==> config.mk <==
export PLATFORM = sky130hd
export DESIGN_NAME = ard_frame_receiver
export DESIGN_NICKNAME = d
export VERILOG_FILES = /design/src/rtl/ard_frame_receiver.sv
export SDC_FILE = /design/constraint.sdc
export NUM_CORES = 1
export LEC_CHECK = 0
export CORE_ASPECT_RATIO = 2
export CORE_MARGIN = 5
export CORE_UTILIZATION = 30
export DETAILED_ROUTE_END_ITERATION = 8
export HOLD_SLACK_MARGIN = 0.02
export PLACE_DENSITY = 0.57
export SLEW_MARGIN = 30
export SYNTH_ARGS = -nofsm -noshare
export SYNTH_HDL_FRONTEND = slang
export SYNTH_SLANG_ARGS = --single-unit
==> constraint.sdc <==
create_clock -name clk -period 2.75 [get_ports clk]
set_clock_uncertainty 0.1 [all_clocks]
set_input_delay 0.275 -clock clk [delete_from_list [all_inputs] [get_ports clk]]
set_output_delay 0.275 -clock clk [all_outputs]
set_load 0.05 [all_outputs]
==> src/rtl/ard_frame_receiver.sv <==
// Bit-serial receiver for the Arduino button link. It synchronises the serial
// clock, data and latch into the core clock domain, shifts in one frame
// (MSB first, with a trailing even-parity bit), checks the frame length and
// parity, and then publishes the hall and car button fields.
module ard_frame_receiver #(
    parameter int FLOORS      = 7,
    parameter int NUM_ELEV    = 3,
    parameter int ACCUMULATE  = 0,
    parameter int TIMEOUT_CYC = 50000,
    localparam int FB_W    = 2 * (FLOORS - 1),
    localparam int IB_W    = FLOORS + 2,
    localparam int IBT_W   = NUM_ELEV * IB_W,
    localparam int FRAME_W = FB_W + IBT_W
) (
    input  logic             clk,
    input  logic             rst_n,
    input  logic             ser_clk,
    input  logic             ser_data,
    input  logic             ser_latch,
    input  logic [FB_W-1:0]  clr_floor_button,
    input  logic [IBT_W-1:0] clr_internal_button,
    output logic [FB_W-1:0]  floor_button,
    output logic [IBT_W-1:0] internal_button,
    output logic             frame_valid,
    output logic             frame_error,
    output logic             busy
);

    localparam int CW = $clog2(FRAME_W + 3);
    localparam int TW = $clog2(TIMEOUT_CYC + 1);
    localparam logic [CW-1:0] CNT_FULL = CW'(FRAME_W + 1);
    localparam logic [CW-1:0] CNT_MAX  = CW'(FRAME_W + 2);
    localparam logic [TW-1:0] TMO_MAX  = TW'(TIMEOUT_CYC);

    typedef enum logic [1:0] {IDLE, SHIFT, CHECK} state_t;

    state_t           state_q, state_d;
    logic [2:0]       sclk_q, slat_q;
    logic [1:0]       sdat_q;
    logic [FRAME_W:0] shreg;
    logic [CW-1:0]    cnt;
    logic [TW-1:0]    tmo;
    logic             clk_edge, lat_edge;
    logic             do_shift, cnt_one, cnt_clr, tmo_clr, tmo_inc, pub, err;

    // Frame layout: shreg[FRAME_W:1] holds the data bits, shreg[0] the parity.
    logic [FB_W-1:0]  new_fb;
    logic [IBT_W-1:0] new_ib;
    assign new_fb = shreg[FRAME_W -: FB_W];
    assign new_ib = shreg[IBT_W:1];

    assign clk_edge = sclk_q[1] & ~sclk_q[2];
    assign lat_edge = slat_q[1] & ~slat_q[2];
    assign busy     = (state_q == SHIFT);

    // Two-flop synchronisers plus a third stage for rising-edge detection.
    always_ff @(posedge clk or negedge rst_n) begin
        if (!rst_n) begin
            sclk_q <= '0;
            slat_q <= '0;
            sdat_q <= '0;
        end else begin
            sclk_q <= {sclk_q[1:0], ser_clk};
            slat_q <= {slat_q[1:0], ser_latch};
            sdat_q <= {sdat_q[0], ser_data};
        end
    end

    // FSM state register.
    always_ff @(posedge clk or negedge rst_n) begin
        if (!rst_n) state_q <= IDLE;
        else        state_q <= state_d;
    end

    // Next state and datapath controls; a bit arriving with the latch is
    // shifted before the frame is checked.
    always_comb begin
        state_d  = state_q;
        do_shift = 1'b0;
        cnt_one  = 1'b0;
        cnt_clr  = 1'b0;
        tmo_clr  = 1'b0;
        tmo_inc  = 1'b0;
        pub      = 1'b0;
        err      = 1'b0;
        unique case (state_q)
            IDLE: begin
                if (clk_edge) begin
                    do_shift = 1'b1;
                    cnt_one  = 1'b1;
                    tmo_clr  = 1'b1;
                    state_d  = SHIFT;
                end
            end
            SHIFT: begin
                if (clk_edge) begin
                    do_shift = 1'b1;
                    tmo_clr  = 1'b1;
                end
                if (lat_edge) begin
                    state_d = CHECK;
                end else if (!clk_edge) begin
                    if (tmo == TMO_MAX) begin
                        err     = 1'b1;
                        cnt_clr = 1'b1;
                        tmo_clr = 1'b1;
                        state_d = IDLE;
                    end else begin
                        tmo_inc = 1'b1;
                    end
                end
            end
            CHECK: begin
                if (cnt == CNT_FULL && !(^shreg)) pub = 1'b1;
                else                              err = 1'b1;
                cnt_clr = 1'b1;
                state_d = IDLE;
            end
            default: state_d = IDLE;
        endcase
    end

    // Shift register, saturating bit counter, timeout counter, status pulses.
    always_ff @(posedge clk or negedge rst_n) begin
        if (!rst_n) begin
            shreg       <= '0;
            cnt         <= '0;
            tmo         <= '0;
            frame_valid <= 1'b0;
            frame_error <= 1'b0;
        end else begin
            if (do_shift) shreg <= {shreg[FRAME_W-1:0], sdat_q[1]};
            if (cnt_one)                          cnt <= CW'(1);
            else if (cnt_clr)                     cnt <= '0;
            else if (do_shift && cnt != CNT_MAX)  cnt <= cnt + CW'(1);
            if (tmo_clr)      tmo <= '0;
            else if (tmo_inc) tmo <= tmo + TW'(1);
            frame_valid <= pub;
            frame_error <= err;
        end
    end

    // Published outputs: replace on a good frame, or OR-accumulate with
    // per-bit clears where a same-cycle set beats a clear.
    always_ff @(posedge clk or negedge rst_n) begin
        if (!rst_n) begin
            floor_button    <= '0;
            internal_button <= '0;
        end else if (ACCUMULATE != 0) begin
            floor_button    <= (floor_button & ~clr_floor_button)
                             | (pub ? new_fb : '0);
            internal_button <= (internal_button & ~clr_internal_button)
                             | (pub ? new_ib : '0);
        end else if (pub) begin
            floor_button    <= new_fb;
            internal_button <= new_ib;
        end
    end

endmodule

Word level (Yosys, flattened, before mapping)
Index checks and enable logic that the tools add are counted.

operators by class
  add/sub/neg operators = 2
  $lt $le $gt $ge = 0
  reductions and logical operators = 9
  div/mod/pow operators = 0
  shift operators = 0
  multiply operators = 0
  bitwise gates (word level) = 4
  multiplexer cells = 29
  eq/ne operators = 8

operators by type and width
  operator                                                                 number
  40-bit parity                                                            1
  16-bit 2-to-1 mux                                                        2
  6-bit 2-to-1 mux                                                         3
  16-bit by 1-bit adder with 16-bit output, second input constant          1
  16-bit == test, second input constant                                    1
  1-bit 2-to-1 mux                                                         16
  2-bit 2-to-1 mux                                                         4
  6-bit by 1-bit adder with 6-bit output, second input constant            1
  6-bit == test, second input constant                                     1
  6-bit inequality test, second input constant                             1
  1-bit one-hot mux with 2 select lines                                    3
  2-bit one-hot mux with 2 select lines                                    1
  3-bit by 1-bit inequality test with 1-bit output, second input constant  1
  3-bit by 2-bit inequality test with 1-bit output, second input constant  1
  3-bit AND reduction                                                      1
  3-bit nonzero test                                                       1
  1-bit bitwise AND                                                        2
  2-bit by 1-bit == test with 1-bit output, second input constant          1
  2-bit == test, second input constant                                     1
  1-bit logical AND                                                        2
  2-bit zero test                                                          1
  2-bit inequality test, second input constant                             1
  1-bit inverter                                                           2
  2-bit nonzero test                                                       1
  2 further kinds                                                          2

storage, ports and cells
  ROM bits = 0
  memories kept = 0
  register bits after elaboration = 113
  latch bits = 0
  memory bits (writable) = 0
  input port bits = 44
  logic and storage cells = 63

Depth between registers and ports, before layout
  depth in word-level cells = 8
  mapped depth = 10
  depth with buffers taken out = 9

Worst setup path before layout
Ideal clock, no wire load.

  path type = register to register
  start point = reg state_q[1]
  end point = reg tmo[11]
  cell stages (with the launch flop) = 10
  arrival = 2288 ps
  period minus slack after synthesis = 2523 ps
  setup time = 135 ps
  data required time = 2515 ps
  slack = 227 ps
  cells stage by stage = dfrtp_1 -> inv_1 -> ha_1 -> nand3_1 -> nor2_1 -> and4_1 -> clkbuf_1 -> and3_1 -> xnor2_1 -> nor2_1

on the way
  cells in the longest elaborated chain, start to end = 3
  elaborated cells on any way between the ends = 6
  those cells by class = eq/ne: 1; mux: 3; reduce/logical: 2

ends and longest elaborated chain
  what                                                                              RTL line  text
  start, declared                                                                   37        state_t state_q, state_d;
  start signal, assigned                                                            72        else state_q <= state_d;
  2-bit by 1-bit == test with 1-bit output *                                        n/a
  named net busy                                                                    26        output logic busy
  1-bit one-hot mux with 2 select lines / 1-bit 2-to-1 mux (equally long branches)  86        unique case (state_q)
  16-bit 2-to-1 mux / 2-bit nonzero test (equally long branches)                    n/a
  end signal, assigned                                                              137       else if (tmo_inc) tmo <= tmo + TW'(1);
  end, declared                                                                     42        logic [TW-1:0] tmo;

The timed path passes the listed nets; every way through them passes the cells marked *.
A chain may end at the register's enable or synchronous reset.

Worst setup path in the final report
  start point = reg shreg[10]
  end point = reg floor_button[10]

on the way
  cells in the longest elaborated chain, start to end = 5

ends and longest elaborated chain
  what                    RTL line  text
  start, declared         40        logic [FRAME_W:0] shreg;
  start signal, assigned  132       if (do_shift) shreg <= {shreg[FRAME_W-1:0], sdat_q[1]};
  40-bit parity           114       if (cnt == CNT_FULL && !(^shreg)) pub = 1'b1;
  1-bit zero test         114
  1-bit logical AND       114
  1-bit 2-to-1 mux        114
  1-bit 2-to-1 mux        86
  end signal, assigned    150       floor_button <= (floor_button & ~clr_floor_button)
  end signal, assigned    155       floor_button <= new_fb;
  end, declared           22        output logic [FB_W-1:0] floor_button,

Every way passes these cells.

==> metrics <==
largest net degree at the start of global routing between 60 and 70; power density over the cells 835 nW/µm²; Layout area overhead 26.1%; FF+latch count, synth 113; Worst Hold Depth 1; Crit Reg-Reg Endpoint floor_button[10]; All-Layer GR Usage 0.112; Synth Area in Adders 0.0199; Congestion Overflow GR 0; number of max-cap violations 0; drt initial violations between 100 and 150; Port-buffer cells 46; Post-DP HPWL 6.83 mm; synth warn 0; Post-Synth Simple-Gate Area 0.164; Min-Delay Startpoint ser_latch; Final TNS setup 0 ps; Root Buffer clkbuf_16; Fillers about 1600; Sw Share 0.305; Rows 67; Bufs and invs on worst path 1; Most common cell on crit path xnor2_1; die width 102 µm; antenna-violating nets left 0; Final Cycle Share 0.928; critical path's top delay family XOR/XNOR gates; slowest stage delay, CP 420 ps; multiplexer share of the synthesized area 0.118; commonest non-fill, non-tap cell in the layout nand2_1; Clock Path Buffers 2; maximum vdd drop approximately 0.38 mV; drc violations 0; R2R Setup Slk 200 ps; Worst-Margin Slew 551 ps; worst r2r src shreg[10]; Slew headroom 0.631; CTS tree built; arrival time of the worst setup path 2740 ps; Synth area leader dfrtp_1; # diodes 0; share of cells above drive strength 1 0.165; crit path launch type flop; total number of vias 3272; Int Power 0.00369 W; post-synthesis compound-gate area fraction 0.0109; min cycle time layout ~2600 ps; largest cells by area after synthesis dfrtp_1, mux2_4, nand2_1; CTS sink cnt 113; H-tree levels 4; IO Pins 86; die area 19700 µm²; Switching Power 0.00162 W; sequential fraction of the synthesis area 0.561; first-pass GRT wire length about 17 mm; combinational power share 0.246; 1st-pass router iterations 4; Crit. End Element flop; clock network power share 0.382; worst skew pair latency 400 ps; Worst EP required 2940 ps; routability cong. between 0.7 and 0.8; Core Box Area 16700 µm²; effective utilization at floorplan 0.302; clk slew on worst S/H paths roughly 60 ps; DIE HEIGHT 193 µm; Hold Crit Class input port to flop; Max Slew Vio Count 0; mean post-synth cell area between 10 and 15 µm²; final core utilization 0.381; nets@finish 561; worst setup path class flop to flop; Endpoint, Worst Hold slat_q[0]; Post-Syn Area between 5000 and 6000 µm²; largest family of logic cells by synthesized area simple AND/OR/NAND/NOR gates; crit-path max FO 13; most frequent cells in the layout nand2_1, dfrtp_1, clkdlybuf4s50_1; initial antenna violation count 0; Worst Reg2Reg Path Length in Cells 8; area fraction of the dominant cell type after synthesis 0.561; register share of total power 0.371; status finished clean; Wirelength per Cell 13.6 µm; CTS Buf Count 17; count of final setup violators 0; Final Hold Violating Endpoints 0; final wirelength 9.93 mm; worst path cell trace xor2_1, xnor2_1, xnor2_1, xnor3_1, xnor2_2, nand2_2, buf_4, mux2_4; RSZ-0062 raised after global routing no; Slowest cell on crit path dfrtp_1; post-synth cell types 26; Synth Net Count between 400 and 500; achievable clock frequency 392 MHz; Static Leakage about 3.2 nW; Vias per Instance between 4 and 5; Mapped Cells 447; XOR/XNOR share of the synthesized area 0.103; vias in the first global route 3504
-- state kept, by name, indices dropped and copies added, names as in the netlist, 3 cells and up --
signal and flops:
slat_q 3, shreg 40, sclk_q 3, floor_button 12, internal_button 27, cnt 6, tmo 16
-- synth_stat cells --
master and number:
nand2_1 133, dfrtp_1 113, mux2_4 39, xnor2_1 37, nor2_1 27, xor2_1 20
clkbuf_1 11, and3_1 8, ha_1 8, a21oi_1 7, inv_1 7, nand4_1 7
nand3_1 6, buf_6 4, and4_1 3, nor4bb_1 3, nand2b_1 2, nor3_1 2
o21ai_0 2, o21ai_1 2, and2_1 1, mux2i_1 1, nand2_2 1, nor2b_1 1
nor4_1 1, xnor3_1 1
-- how the worst max path moves through the flow --
stage | slack (ps) | endpoint | from | cells past startpoint
final | 200 | floor_button[10] | shreg[10] | 8
after global routing | 50 | floor_button[7] | shreg[3] | 8
after floorplan | 230 | tmo[11] | state_q[1] | 9
after global placement | 140 | floor_button[4] | shreg[10] | 8
after CTS | 80 | floor_button[10] | shreg[10] | 8
after detailed placement | 110 | floor_button[3] | shreg[10] | 8
-- layer usage --
metal  up-vias  track usage  part of all wire
li1       1565            -                 -
met1      1646        0.125              0.40
met2        49        0.193              0.54
met3        12       0.0397             0.041
met4         0       0.0414             0.017
met5         -            0                 0
-- what timing repair did --
item | CTS | global route
hold buffers | 1 | 0
endpoints found under the hold margin | 36 | 0
setup buffers | 0 | 0
endpoints found under the setup margin | 0 | 13
gates resized for setup | 0 | 1
-- cells by family (layout without fill, tap and decap cells) --
logic type / Yosys count / after routing
and+or+nand+nor: 195 / 195
DFF: 113 / 113
xor gates and xnor gates: 58 / 58
muxes: 40 / 40
buffers and inverters: 22 / 96
AOI/OAI and AO/OA: 11 / 11
adders and majority gates: 8 / 8
-- power by group through the flow --
stage	registers (W)	clock network, W	logic (W)
after floorplan	0.00197	0	0.000925
after global placement	0.00199	0	0.00121
after detailed placement	0.00201	0	0.00123
after CTS	0.00198	0.00208	0.00125
after global routing	0.00201	0.00218	0.00144
final	0.00197	0.00203	0.00131
-- layout make-up --
type / count / area [µm²] / area share
sequential: 113 / 2830 / 0.445
clock buffer: 18 / 439 / 0.0691
clock inverter: 13 / 115 / 0.0181
inverter: 7 / 26.3 / 0.00413
multi-input combinational: 312 / 2110 / 0.333
timing repair buffer: 58 / 576 / 0.0905
tap: 207 / 259 / 0.0407
-- stage by stage --
step                setup slack, ps  instance area, µm²  power (W)  hold WS, ps  std cells
finish                          199                6360    0.00531          210        728
global route                   49.6                6360    0.00562          184        728
CTS                            84.9                6350    0.00531          194        728
detailed placement              111                5790    0.00324          191        696
global placement                137                5790    0.00321          182        696
floorplan                       227                5040    0.00290         -121        447
Note: power is estimated with default switching activity, not from simulation.
